==> config.mk <==
export PLATFORM = sky130hd
export DESIGN_NAME = seven_seg_digit_driver
export DESIGN_NICKNAME = d
export VERILOG_FILES = /design/src/rtl/seven_seg_digit_driver.sv
export SDC_FILE = /design/constraint.sdc
export NUM_CORES = 1
export LEC_CHECK = 0
export BUFFER_PORTS_ARGS = -buffer_cell sky130_fd_sc_hd__buf_4
export CAP_MARGIN = 30
export CORE_MARGIN = 2
export CORE_UTILIZATION = 60
export DETAILED_ROUTE_END_ITERATION = 8
export GPL_TIMING_DRIVEN = 0
export PLACE_DENSITY = 0.8
export SKIP_CTS_REPAIR_TIMING = 1
export SLEW_MARGIN = 10
export SYNTH_ARGS = -nofsm -noshare
export SYNTH_HDL_FRONTEND = slang
export SYNTH_SLANG_ARGS = --single-unit
==> constraint.sdc <==
create_clock -name clk -period 4.4 [get_ports clk]
set_input_delay 0.66 -clock clk [delete_from_list [all_inputs] [get_ports clk]]
set_output_delay 0.66 -clock clk [all_outputs]
set_load 0.01 [all_outputs]
==> src/rtl/seven_seg_digit_driver.sv <==
// Four-digit seven-segment driver: sequential double-dabble binary-to-BCD conversion,
// registered display value, and active-low segment decode for the digit the scanner enables.
`timescale 1ns/1ps

// state | meaning
// IDLE  | waiting for load; display register holds the last result
// CONV  | double-dabble running, one adjust+shift per clk, 14 shifts total
module seven_seg_digit_driver #(
    parameter bit BLANK_LEADING = 1'b1
) (
    input  logic        clk,
    input  logic        reset,
    input  logic [13:0] value,
    input  logic        load,
    input  logic [3:0]  anode,
    output logic        busy,
    output logic        done,
    output logic [6:0]  seg,
    output logic        dp
);

    localparam logic [6:0] SEG_BLANK = 7'b1111111;
    localparam logic [6:0] SEG_DASH  = 7'b0111111;
    localparam logic [3:0] LAST_STEP = 4'd13;

    typedef enum logic {
        IDLE,
        CONV
    } state_t;

    state_t      state;
    logic [13:0] shift_q;
    logic [15:0] work_q;
    logic [3:0]  count_q;
    logic        ovf_q;
    logic [15:0] disp_q;
    logic        disp_ovf_q;
    logic [3:0]  anode_meta;
    logic [3:0]  anode_sync;

    logic [15:0] work_adj;
    logic [15:0] work_next;
    logic [13:0] shift_next;

    function automatic logic [6:0] decode_digit(input logic [3:0] nib);
        logic [6:0] s;
        case (nib)
            4'd0:    s = 7'b1000000;
            4'd1:    s = 7'b1111001;
            4'd2:    s = 7'b0100100;
            4'd3:    s = 7'b0110000;
            4'd4:    s = 7'b0011001;
            4'd5:    s = 7'b0010010;
            4'd6:    s = 7'b0000010;
            4'd7:    s = 7'b1111000;
            4'd8:    s = 7'b0000000;
            4'd9:    s = 7'b0010000;
            default: s = SEG_BLANK;
        endcase
        return s;
    endfunction

    // Add-3 correction on every BCD nibble, then shift {work, shift} left by one.
    always_comb begin
        work_adj = work_q;
        for (int i = 0; i < 4; i++) begin
            if (work_q[4*i +: 4] >= 4'd5) begin
                work_adj[4*i +: 4] = work_q[4*i +: 4] + 4'd3;
            end
        end
        work_next  = {work_adj[14:0], shift_q[13]};
        shift_next = {shift_q[12:0], 1'b0};
    end

    always_ff @(posedge clk or posedge reset) begin
        if (reset) begin
            state      <= IDLE;
            busy       <= 1'b0;
            done       <= 1'b0;
            shift_q    <= '0;
            work_q     <= '0;
            count_q    <= '0;
            ovf_q      <= 1'b0;
            disp_q     <= '0;
            disp_ovf_q <= 1'b0;
        end else begin
            done <= 1'b0;
            case (state)
                IDLE: begin
                    if (load) begin
                        shift_q <= value;
                        work_q  <= '0;
                        count_q <= '0;
                        ovf_q   <= (value > 14'd9999);
                        busy    <= 1'b1;
                        state   <= CONV;
                    end
                end
                CONV: begin
                    work_q  <= work_next;
                    shift_q <= shift_next;
                    count_q <= count_q + 4'd1;
                    if (count_q == LAST_STEP) begin
                        disp_q     <= work_next;
                        disp_ovf_q <= ovf_q;
                        done       <= 1'b1;
                        busy       <= 1'b0;
                        state      <= IDLE;
                    end
                end
                default: state <= IDLE;
            endcase
        end
    end

    always_ff @(posedge clk or posedge reset) begin
        if (reset) begin
            anode_meta <= 4'b1111;
            anode_sync <= 4'b1111;
        end else begin
            anode_meta <= anode;
            anode_sync <= anode_meta;
        end
    end

    logic       sel_valid;
    logic [1:0] sel_idx;
    logic [3:0] sel_nib;
    logic [3:0] nib_zero;
    logic [3:0] blank_mask;

    always_comb begin
        sel_valid = 1'b1;
        sel_idx   = 2'd0;
        case (anode_sync)
            4'b1110: sel_idx = 2'd0;
            4'b1101: sel_idx = 2'd1;
            4'b1011: sel_idx = 2'd2;
            4'b0111: sel_idx = 2'd3;
            default: sel_valid = 1'b0;
        endcase
    end

    // A digit is a leading zero only if it and every more significant digit are zero.
    always_comb begin
        for (int i = 0; i < 4; i++) begin
            nib_zero[i] = (disp_q[4*i +: 4] == 4'd0);
        end
        blank_mask[0] = 1'b0;
        blank_mask[1] = BLANK_LEADING && nib_zero[3] && nib_zero[2] && nib_zero[1];
        blank_mask[2] = BLANK_LEADING && nib_zero[3] && nib_zero[2];
        blank_mask[3] = BLANK_LEADING && nib_zero[3];
    end

    always_comb begin
        sel_nib = disp_q[{sel_idx, 2'b00} +: 4];
        if (!sel_valid) begin
            seg = SEG_BLANK;
        end else if (disp_ovf_q) begin
            seg = SEG_DASH;
        end else if (blank_mask[sel_idx]) begin
            seg = SEG_BLANK;
        end else begin
            seg = decode_digit(sel_nib);
        end
    end

    assign dp = 1'b1;

endmodule

==> out/results.tsv, run 1 <==
stage	metric	value	unit
setup_path	critPathMaxStageDelay	0.57	ns
clock_tree	cts.path.max_buffers	2	
timing	fin_crit	3.300	ns
placed_design	gp_congestion	0.8348	
drt	avgViaCountPerCell	5.731	
grt	grt_pass1_vias	2725	
drt	via_count	2642	
hold_path	min_path_type	register to register	
clock_tree	clkLatencyLatePin	0.33	ns
clock_tree	tritoncts	built	
flow_run	max_cap_viol_count	0	
final_layout	fin_nets	416	
setup_path	worst_flop_to_flop_path_startpoint	state$_DFF_PP0_	
setup_path	worst_r2r_endpoint	shift_q[12]$_DFFE_PP0P_	
floorplan	chipWidth	79.12	µm
synthesis	synthesis.area	3386	µm²
timing	setup_viol	0	
final_layout	post_layout_nonfiller_instances	461	
floorplan	fp.coreArea	5473	µm²
drt	detailed_route_wire_length_per_cell	15.91	µm
hold_path	hold_end	anode_sync[3]$_DFF_PP1_	
setup_path	timing.critical_path.cells	buf_2, nand2_1, a211o_1, a21oi_1, mux2_4, inv_1, ha_1, o21a_1, o21ai_1, buf_4	
hold_path	start_point_of_the_worst_min_delay_path	anode_meta[3]$_DFF_PP1_	
clock_tree	cts_made_buffers	9	
status	outcome	completed	
setup_path	worst_r2r_path_depth	3	
floorplan	initial_utilization	0.6187	
pwr	p_per_cell_area	662.9	nW/µm²
drt	drc	0	
final_layout	multi_input_area	1653	µm²
placed_design	detailedPlacementHpwl	5115	µm
timing	finalClockSkew	0.01168	ns
clock_tree	clk_pin_slew_worst_paths	0.07	ns
floorplan	die_height	79.12	µm
synthesis	seq_area_frac_synth	0.4686	
synthesis	synth_seq_cells	63	
setup_path	critPathRequiredTime	3.74	ns
drt	routed_wl	7333	µm
setup_path	crit_path_end_kind	output port	
clock_tree	cts_max_level	3	
timing	fin_crit_sh	0.7501	
timing	worst_pin_slew	0.7733	ns
drt	iter_0_drt_violations	173	
grt	grt_start_max_net_pins	64	
synthesis	yosysWarnings	0	
timing	timing.fmax	303.0	MHz
setup_path	worst_path_max_fanout	10	
synthesis	synthArstFlopShare	1.000	
timing	timing.slew.headroom	0.4844	
hold_path	hold_path_depth	0	
synthesis	netlist-cell-type-count	45	
timing	tns	0	ns
setup_path	worst-r2r-setup-slack	2.56	ns
pwr	power.ir.vdd_worst	0.0004309	V
timing	unrepaired_setup_endpoints_after_global_routing	no	
synthesis	edff_count_synth	0	
final_layout	layout-area-overhead-vs-synth	15.52	%
synthesis	synth.net_count	377	
synthesis	syn_avg_cell_area	9.814	µm²
grt	gr-total-overflow	0	
floorplan	placementRows	27	
final_layout	final.fill_count	407	
timing	timing.final.hold_violations	0	
clock_tree	clock_tree.root_cell	sky130_fd_sc_hd__clkbuf_8	
grt	aggregate_global_route_resource_usage	0.2606	
drt	detail_route.first_pass.iterations	4	
final_layout	diodes	0	
pwr	p_leak	0.001841	µW
clock_tree	cts_num_sinks	63	
setup_path	slowest_stage	sky130_fd_sc_hd__dfstp_2	
setup_path	setup.worst_path.class	register to output port	
final_layout	layout.area.seq	1587	µm²
setup_path	cp_data_arrival_time	2.64	ns
synthesis	post_synth_inst_count	345	
final_layout	drive_gt1_frac	0.1799	
floorplan	total_die_area	6260	µm²
grt	wire_length_of_the_first_global_routing_pass	12660	µm
synthesis	yosys_most_used_dff	sky130_fd_sc_hd__dfrtp_1	
placed_design	placement.io_buffers	28	
grt	antenna_violations_before_repair	0	
floorplan	i_o_pin_total	31	
timing	finalMaxSlewViolations	0	
drt	final_antenna_net_count	0	
placed_design	placedCellCount	445	
setup_path	crit_path_start_kind	register	
-- worst max-delay path, delay by kind of cell (launching register included) --
kind / cells / cell delay, ns
AO/OA/AOI/OAI: 4 / 0.71
flip-flops: 1 / 0.57
buffers and inverters: 3 / 0.41
adder cells (fa/ha/maj): 1 / 0.29
multiplexers: 1 / 0.19
AND/OR/NAND/NOR: 1 / 0.13
-- stage by stage --
stage          setup WS, ns  instance area (µm²)  total power [µW]  hold slack, ns  utilization
6_report              1.100                 3911              2593          0.3572       0.7147
5_1_grt              0.9301                 3911              2799          0.3622       0.7147
4_1_cts               1.078                 3911              2589          0.3587       0.7147
3_5_place_dp          1.459                 3689              2014          0.3481       0.6740
3_3_place_gp          1.461                 3686              1950          0.3453       0.6735
2_1_floorplan         1.795                 3386              1725          0.3452            -
-- metal layers --
layer | global-route usage | share of wire
met1 | 0.3179 | 0.44
met2 | 0.4441 | 0.52
met3 | 0.04205 | 0.031
met4 | 0.1379 | 0.013
met5 | 0 | 0
-- cell usage after synthesis, types with 2 or more instances --
cell	n	area (µm²)
sky130_fd_sc_hd__dfrtp_1	55	1376
sky130_fd_sc_hd__nand2_1	50	187.7
sky130_fd_sc_hd__o21ai_0	33	165.2
sky130_fd_sc_hd__mux2i_1	28	280.3
sky130_fd_sc_hd__nand2b_1	23	143.9
sky130_fd_sc_hd__a21oi_1	20	100.1
sky130_fd_sc_hd__inv_1	15	56.30
sky130_fd_sc_hd__ha_1	11	137.6
sky130_fd_sc_hd__nor3b_1	11	82.58
sky130_fd_sc_hd__clkbuf_1	9	33.78
sky130_fd_sc_hd__nor2_1	9	33.78
sky130_fd_sc_hd__dfstp_2	8	210.2
sky130_fd_sc_hd__o31ai_1	7	52.55
sky130_fd_sc_hd__xnor2_1	6	52.55
sky130_fd_sc_hd__o21ai_1	4	20.02
sky130_fd_sc_hd__o22ai_1	4	25.02
sky130_fd_sc_hd__buf_1	3	11.26
sky130_fd_sc_hd__buf_2	3	15.01
sky130_fd_sc_hd__mux2_2	3	33.78
sky130_fd_sc_hd__nand3_1	3	15.01
sky130_fd_sc_hd__nand3b_1	3	22.52
sky130_fd_sc_hd__nand4_1	3	18.77
sky130_fd_sc_hd__nor2b_1	3	18.77
sky130_fd_sc_hd__nor4_1	3	18.77
sky130_fd_sc_hd__a211oi_2	2	25.02
sky130_fd_sc_hd__buf_6	2	22.52
sky130_fd_sc_hd__o211ai_1	2	15.01
sky130_fd_sc_hd__o21a_1	2	15.01
sky130_fd_sc_hd__o21bai_1	2	15.01
sky130_fd_sc_hd__o221a_4	2	40.04
sky130_fd_sc_hd__xor2_1	2	17.52
-- placed cells by master (no fill, tap or decap), drive strengths merged, types with 10 or more instances in the layout --
cell type   n
clkbuf     20
a21oi      20
nor3b      11
buf        37
nor2       10
ha         11
mux2i      28
o21ai      37
nand2      50
inv        15
nand2b     24
dfrtp      55
-- registers in the layout, indices dropped and copies added (netlist names) --
name	cells
disp_q	16
work_q	16
shift_q	14
anode_meta	4
anode_sync	4
count_q	4
busy	1
disp_ovf_q	1
done	1
ovf_q	1
state	1
-- cell type report --
cell class	instances	share of cell area
Sequential cell	63	0.4056
Clock buffer	11	0.03615
Buffer	18	0.02303
Inverter	15	0.01504
Clock inverter	5	0.02079
Tap cell	72	0.02303
Multi-Input combinational cell	249	0.4226
Timing Repair Buffer	28	0.05374
-- where the power goes --
group | leakage, µW | switching, µW | total, µW | internal, µW
clock | 0.000110 | 221 | 555 | 335
combinational | 0.000944 | 582 | 1040 | 462
sequential | 0.000787 | 190 | 994 | 804
total | 0.00184 | 993 | 2590 | 1600
-- worst max-delay path by stage --
stage | start | endpoint | slack [ns] | cells after the start
2_1_floorplan | anode_sync[2]$_DFF_PP1_ | seg[3] | 1.80 | 9
3_3_place_gp | reset | work_q[6]$_DFFE_PP0P_ | 1.46 | 2
3_5_place_dp | anode_sync[2]$_DFF_PP1_ | seg[3] | 1.46 | 10
4_1_cts | anode_sync[2]$_DFF_PP1_ | seg[3] | 1.08 | 10
5_1_grt | anode_sync[2]$_DFF_PP1_ | seg[1] | 0.93 | 10
6_report | anode_sync[2]$_DFF_PP1_ | seg[3] | 1.10 | 10
-- logic make-up after synthesis --
| kind of cell | after synthesis | synth area share |
|---|---|---|
| XOR/XNOR | 8 | 0.02070 |
| buffers and inverters | 33 | 0.04323 |
| flip-flops | 63 | 0.4686 |
| multiplexers | 32 | 0.09719 |
| other | 1 | 0.001108 |
| AND/OR/NAND/NOR | 115 | 0.1778 |
| adder cells (fa/ha/maj) | 12 | 0.04398 |
| AO/OA/AOI/OAI | 81 | 0.1474 |
Note: power is estimated with default switching activity, not from simulation.
==> run 2: changes to the inputs <==
ABC_AREA = 1   (was default)
CORE_UTILIZATION = 53   (was 60)
PLACE_DENSITY = 0.75   (was 0.8)
clock period = 2.9 ns   (was 4.4 ns; I/O delays follow)
==> run 2 against run 1 <==
Sequential share of layout area grew 0.25 points. Cell area shrank 0.61%. Worst setup slack lost 0.95 ns. Flip-flop and latch count is the same. Utilization shrank 5.4 points. Total power grew 56%. Cell count grew 10%. Routed wire length shrank 9.7%. Die area grew 6.9%. Global-route usage shrank 4.1 points. Largest cell class is now registers.
==> out/results.tsv, run 2 <==
stage	metric	value	unit	change
floorplan	chipWidth	81.79	µm	+3.4%
drt	routed_wl	6625	µm	-9.7%
grt	wire_length_of_the_first_global_routing_pass	10940	µm	-14%
synthesis	synth_top_family_by_area	simple AND/OR/NAND/NOR gates		
setup_path	setup.worst_path.class	register to output port		
setup_path	slowest_stage	sky130_fd_sc_hd__dfstp_2		
synthesis	most_area_consuming_cells_after_synthesis	sky130_fd_sc_hd__dfrtp_1 (43%), sky130_fd_sc_hd__nand2_1 (11%), sky130_fd_sc_hd__dfstp_2 (6.6%), sky130_fd_sc_hd__inv_1 (5.2%), sky130_fd_sc_hd__o21ai_0 (4.8%)		
timing	timing.slew.headroom	0.5057		+0.02124
setup_path	critical_path_cell_count	15		+5
pwr	totalPowerFinal	4042	µW	+56%
synthesis	yosys.area_share.simple	0.2392		+0.06142
status	outcome	completed		
setup_path	worst-r2r-setup-slack	1.12	ns	-1.44 ns
pwr	switching_share	0.3947		+0.01191
synthesis	edff_count_synth	0		unchanged
floorplan	total_die_area	6689	µm²	+6.9%
placed_design	placement.io_buffers	29		+3.6%
synthesis	synthesis.area	3207	µm²	-5.3%
synthesis	synth_seq_cells	63		unchanged
setup_path	worst_r2r_path_depth	5		+2
timing	setup_viol	0		unchanged
final_layout	layout-area-overhead-vs-synth	21.23	%	
setup_path	timing.critical_path.cells	inv_1, nor2_2, nand2_4, nand2_4, buf_8, nand2_1, o21ai_1, nand2_1, nand2_2, inv_2, ha_4, nor2_1, o21ai_1, nand2_1, buf_4		
grt	top_usage_layer	met2		
timing	fin_crit_sh	0.9501		
drt	iter_0_drt_violations	174		+0.58%
grt	grt_pass1_vias	2392		-12%
synthesis	synth_mux_area_frac	0		-0.09719
placed_design	placedInstanceArea	3538	µm²	-4.1%
final_layout	layout_top_registers	disp_q x16, work_q x16, shift_q x14		
setup_path	critPathMaxStageDelay	0.55	ns	-0.02 ns
synthesis	synth_area_leader_cell	sky130_fd_sc_hd__dfrtp_1		
floorplan	die_height	81.79	µm	+3.4%
synthesis	synth.cells.most_frequent	sky130_fd_sc_hd__nand2_1 (98), sky130_fd_sc_hd__dfrtp_1 (55), sky130_fd_sc_hd__inv_1 (44), sky130_fd_sc_hd__o21ai_0 (31), sky130_fd_sc_hd__nand3_1 (26)		
clock_tree	clkLatencyLatePin	0.35	ns	+0.02 ns
setup_path	crit_path_start_kind	register		
flow_run	max_cap_viol_count	0		unchanged
pwr	power.ir.vdd_worst	0.0006901	V	+60%
synthesis	synth_compound_gate_area_share	0.1299		-0.01752
synthesis	syn_avg_cell_area	8.417	µm²	-14%
grt	antenna_violations_before_repair	0		unchanged
grt	aggregate_global_route_resource_usage	0.2195		-0.04108
timing	timing.fmax	362.9	MHz	
drt	final_antenna_net_count	0		unchanged
placed_design	detailedPlacementHpwl	4733	µm	-7.5%
setup_path	worst_r2r_endpoint	work_q[13]$_DFFE_PP0P_		
final_layout	fin_util	0.6605		-0.05418
pwr	power_frac_comb	0.402		about the same
floorplan	initial_utilization	0.5449		-0.07380
synthesis	yosysWarnings	0		unchanged
final_layout	final.fill_count	466		+14%
timing	finalMaxSlewViolations	0		unchanged
pwr	internal-power	2447	µW	+53%
clock_tree	tritoncts	built		
floorplan	fp.coreArea	5886	µm²	+7.5%
drt	drc	0		unchanged
synthesis	synth_xor_area_frac	0.01092		-0.009770
floorplan	i_o_pin_total	31		unchanged
grt	gr-usage-met1	0.2871		-0.03088
pwr	p_per_cell_area	1040	nW/µm²	+57%
final_layout	post_layout_nonfiller_instances	509		+10%
setup_path	cp_data_arrival_time	2.32	ns	-0.32 ns
grt	grt_start_max_net_pins	37		-42%
clock_tree	cts_num_sinks	63		unchanged
timing	worst_pin_slew	0.7404	ns	-0.03294 ns
placed_design	gp_congestion	0.8743		+4.7%
drt	detail_route.first_pass.iterations	4		unchanged
drt	avgViaCountPerCell	5.169		-9.8%
hold_path	min_path_type	input pin to register		
grt	met2_usage	0.3528		-0.09122
synthesis	post-synth-top-area-fraction	0.4292		+0.02268
pwr	power_switching	1596	µW	+61%
pwr	p_leak	0.001948	µW	+5.8%
setup_path	crit_top_cell	sky130_fd_sc_hd__nand2_1		
hold_path	start_point_of_the_worst_min_delay_path	anode[1]		
drt	detailed_route_wire_length_per_cell	13.02	µm	-18%
timing	finalClockSkew	0.01161	ns	-0.00007780 ns
synthesis	synthArstFlopShare	1.000		unchanged
synthesis	seq_area_frac_synth	0.4947		+0.02614
grt	grt.met3_usage	0.04615		+0.004108
setup_path	worst_flop_to_flop_path_startpoint	state$_DFF_PP0_		
clock_tree	cts.path.max_buffers	2		unchanged
pwr	seq_power_share	0.362		-0.021
hold_path	hold_end	anode_meta[1]$_DFF_PP1_		
floorplan	placementRows	28		+3.7%
clock_tree	cts_max_level	3		unchanged
final_layout	diodes	0		unchanged
hold_path	hold_path_depth	1		+1
final_layout	final_area	3887	µm²	-0.61%
setup_path	worst_path_max_fanout	6		-4
setup_path	cp.buffers_inverters	4		+1
drt	via_count	2631		-0.42%
final_layout	fin_nets	461		+11%
placed_design	placedCellCount	486		+9.2%
clock_tree	cts_made_buffers	9		unchanged
final_layout	most-common-layout-cells	sky130_fd_sc_hd__nand2_1 (98), sky130_fd_sc_hd__dfrtp_1 (55), sky130_fd_sc_hd__inv_1 (41), sky130_fd_sc_hd__buf_4 (36), sky130_fd_sc_hd__o21ai_0 (31)		
synthesis	yosys_most_used_dff	sky130_fd_sc_hd__dfrtp_1		
clock_tree	clk_pin_slew_worst_paths	0.08	ns	about the same
synthesis	netlist-cell-type-count	37		-18%
synthesis	yosys.area_share.adder	0.04292		-0.001058
setup_path	crit_path_end_kind	output port		
pwr	clock_power_share	0.236		+0.022
final_layout	drive_gt1_frac	0.2442		+0.06429
grt	gr-total-overflow	0		unchanged
final_layout	most_common_cell_after_layout_fill_and_taps_aside	sky130_fd_sc_hd__nand2_1		
clock_tree	clock_tree.root_cell	sky130_fd_sc_hd__clkbuf_8		
synthesis	post_synth_inst_count	381		+10%
timing	timing.final.hold_violations	0		unchanged
setup_path	critPathRequiredTime	2.47	ns	-1.27 ns
synthesis	synth.net_count	413		+9.5%
setup_path	critical_path.top_delay_family	simple AND/OR/NAND/NOR gates		
synthesis	yosys.cell_count.top_type	sky130_fd_sc_hd__nand2_1		
timing	fin_crit	2.755	ns	
==> run 2: changes by cell type after synthesis, moves of 15 or more <==
cell,change
sky130_fd_sc_hd__nand2_1,+48
sky130_fd_sc_hd__nand2b_1,-23
sky130_fd_sc_hd__inv_1,+29
sky130_fd_sc_hd__mux2i_1,-28
sky130_fd_sc_hd__a21oi_1,-15
sky130_fd_sc_hd__nand3_1,+23
==> run 2: how the worst max path moves through the flow <==
| stage | startpoint | end | slack (ns) |
|---|---|---|---|
| 2_1_floorplan | anode_sync[2]$_DFF_PP1_ | seg[3] | 0.62 |
| 3_3_place_gp | reset | work_q[6]$_DFFE_PP0P_ | 0.22 |
| 3_5_place_dp | anode_sync[2]$_DFF_PP1_ | seg[6] | 0.35 |
| 4_1_cts | anode_sync[2]$_DFF_PP1_ | seg[6] | -0.04 |
| 5_1_grt | anode_sync[3]$_DFF_PP1_ | seg[6] | -0.006 |
| 6_report | anode_sync[0]$_DFF_PP1_ | seg[3] | 0.14 |
==> run 2: area by class of cell <==
class / count / area [µm²] / area share
clock inverters: 7 / 125.1 / 0.03219
multi-input cells: 253 / 1390 / 0.3576
clock buffers: 9 / 123.9 / 0.03186
plain buffers: 12 / 61.31 / 0.01577
flip-flops and latches: 63 / 1587 / 0.4081
repair buffers: 37 / 307.8 / 0.07918
well taps: 75 / 93.84 / 0.02414
inverters: 53 / 198.9 / 0.05117
==> run 2: logic make-up after synthesis <==
| logic type | after synthesis |
|---|---|
| AO/OA/AOI/OAI | 70 |
| XOR/XNOR | 4 |
| adder cells (fa/ha/maj) | 11 |
| buffers and inverters | 65 |
| flip-flops | 63 |
| other | 1 |
| AND/OR/NAND/NOR | 167 |
==> run 2: layer usage <==
| layer | vias to the layer above | routed length [µm] |
|---|---|---|
| li1 | 1335 | - |
| met1 | 1241 | 3014 |
| met2 | 46 | 3299 |
| met3 | 9 | 240 |
| met4 | 0 | 71 |
| met5 | - | 0 |
==> run 2: metrics by stage <==
step	setup WS, ns	setup TNS [ns]	hold WS (ns)
5_1_grt	-0.006017	-0.006017	0.1801
3_3_place_gp	0.2248	0	0.3455
3_5_place_dp	0.3468	0	0.3475
6_report	0.1448	0	0.1923
2_1_floorplan	0.6239	0	0.3452
4_1_cts	-0.04186	-0.08024	0.1790
==> run 2: power by group through the flow <==
stage | Clock (µW) | Sequential, µW | Combinational, µW
5_1_grt | 997 | 1500 | 1880
2_1_floorplan | 0 | 1420 | 1190
6_report | 952 | 1460 | 1630
3_3_place_gp | 0 | 1460 | 1510
4_1_cts | 961 | 1460 | 1590
3_5_place_dp | 0 | 1460 | 1580
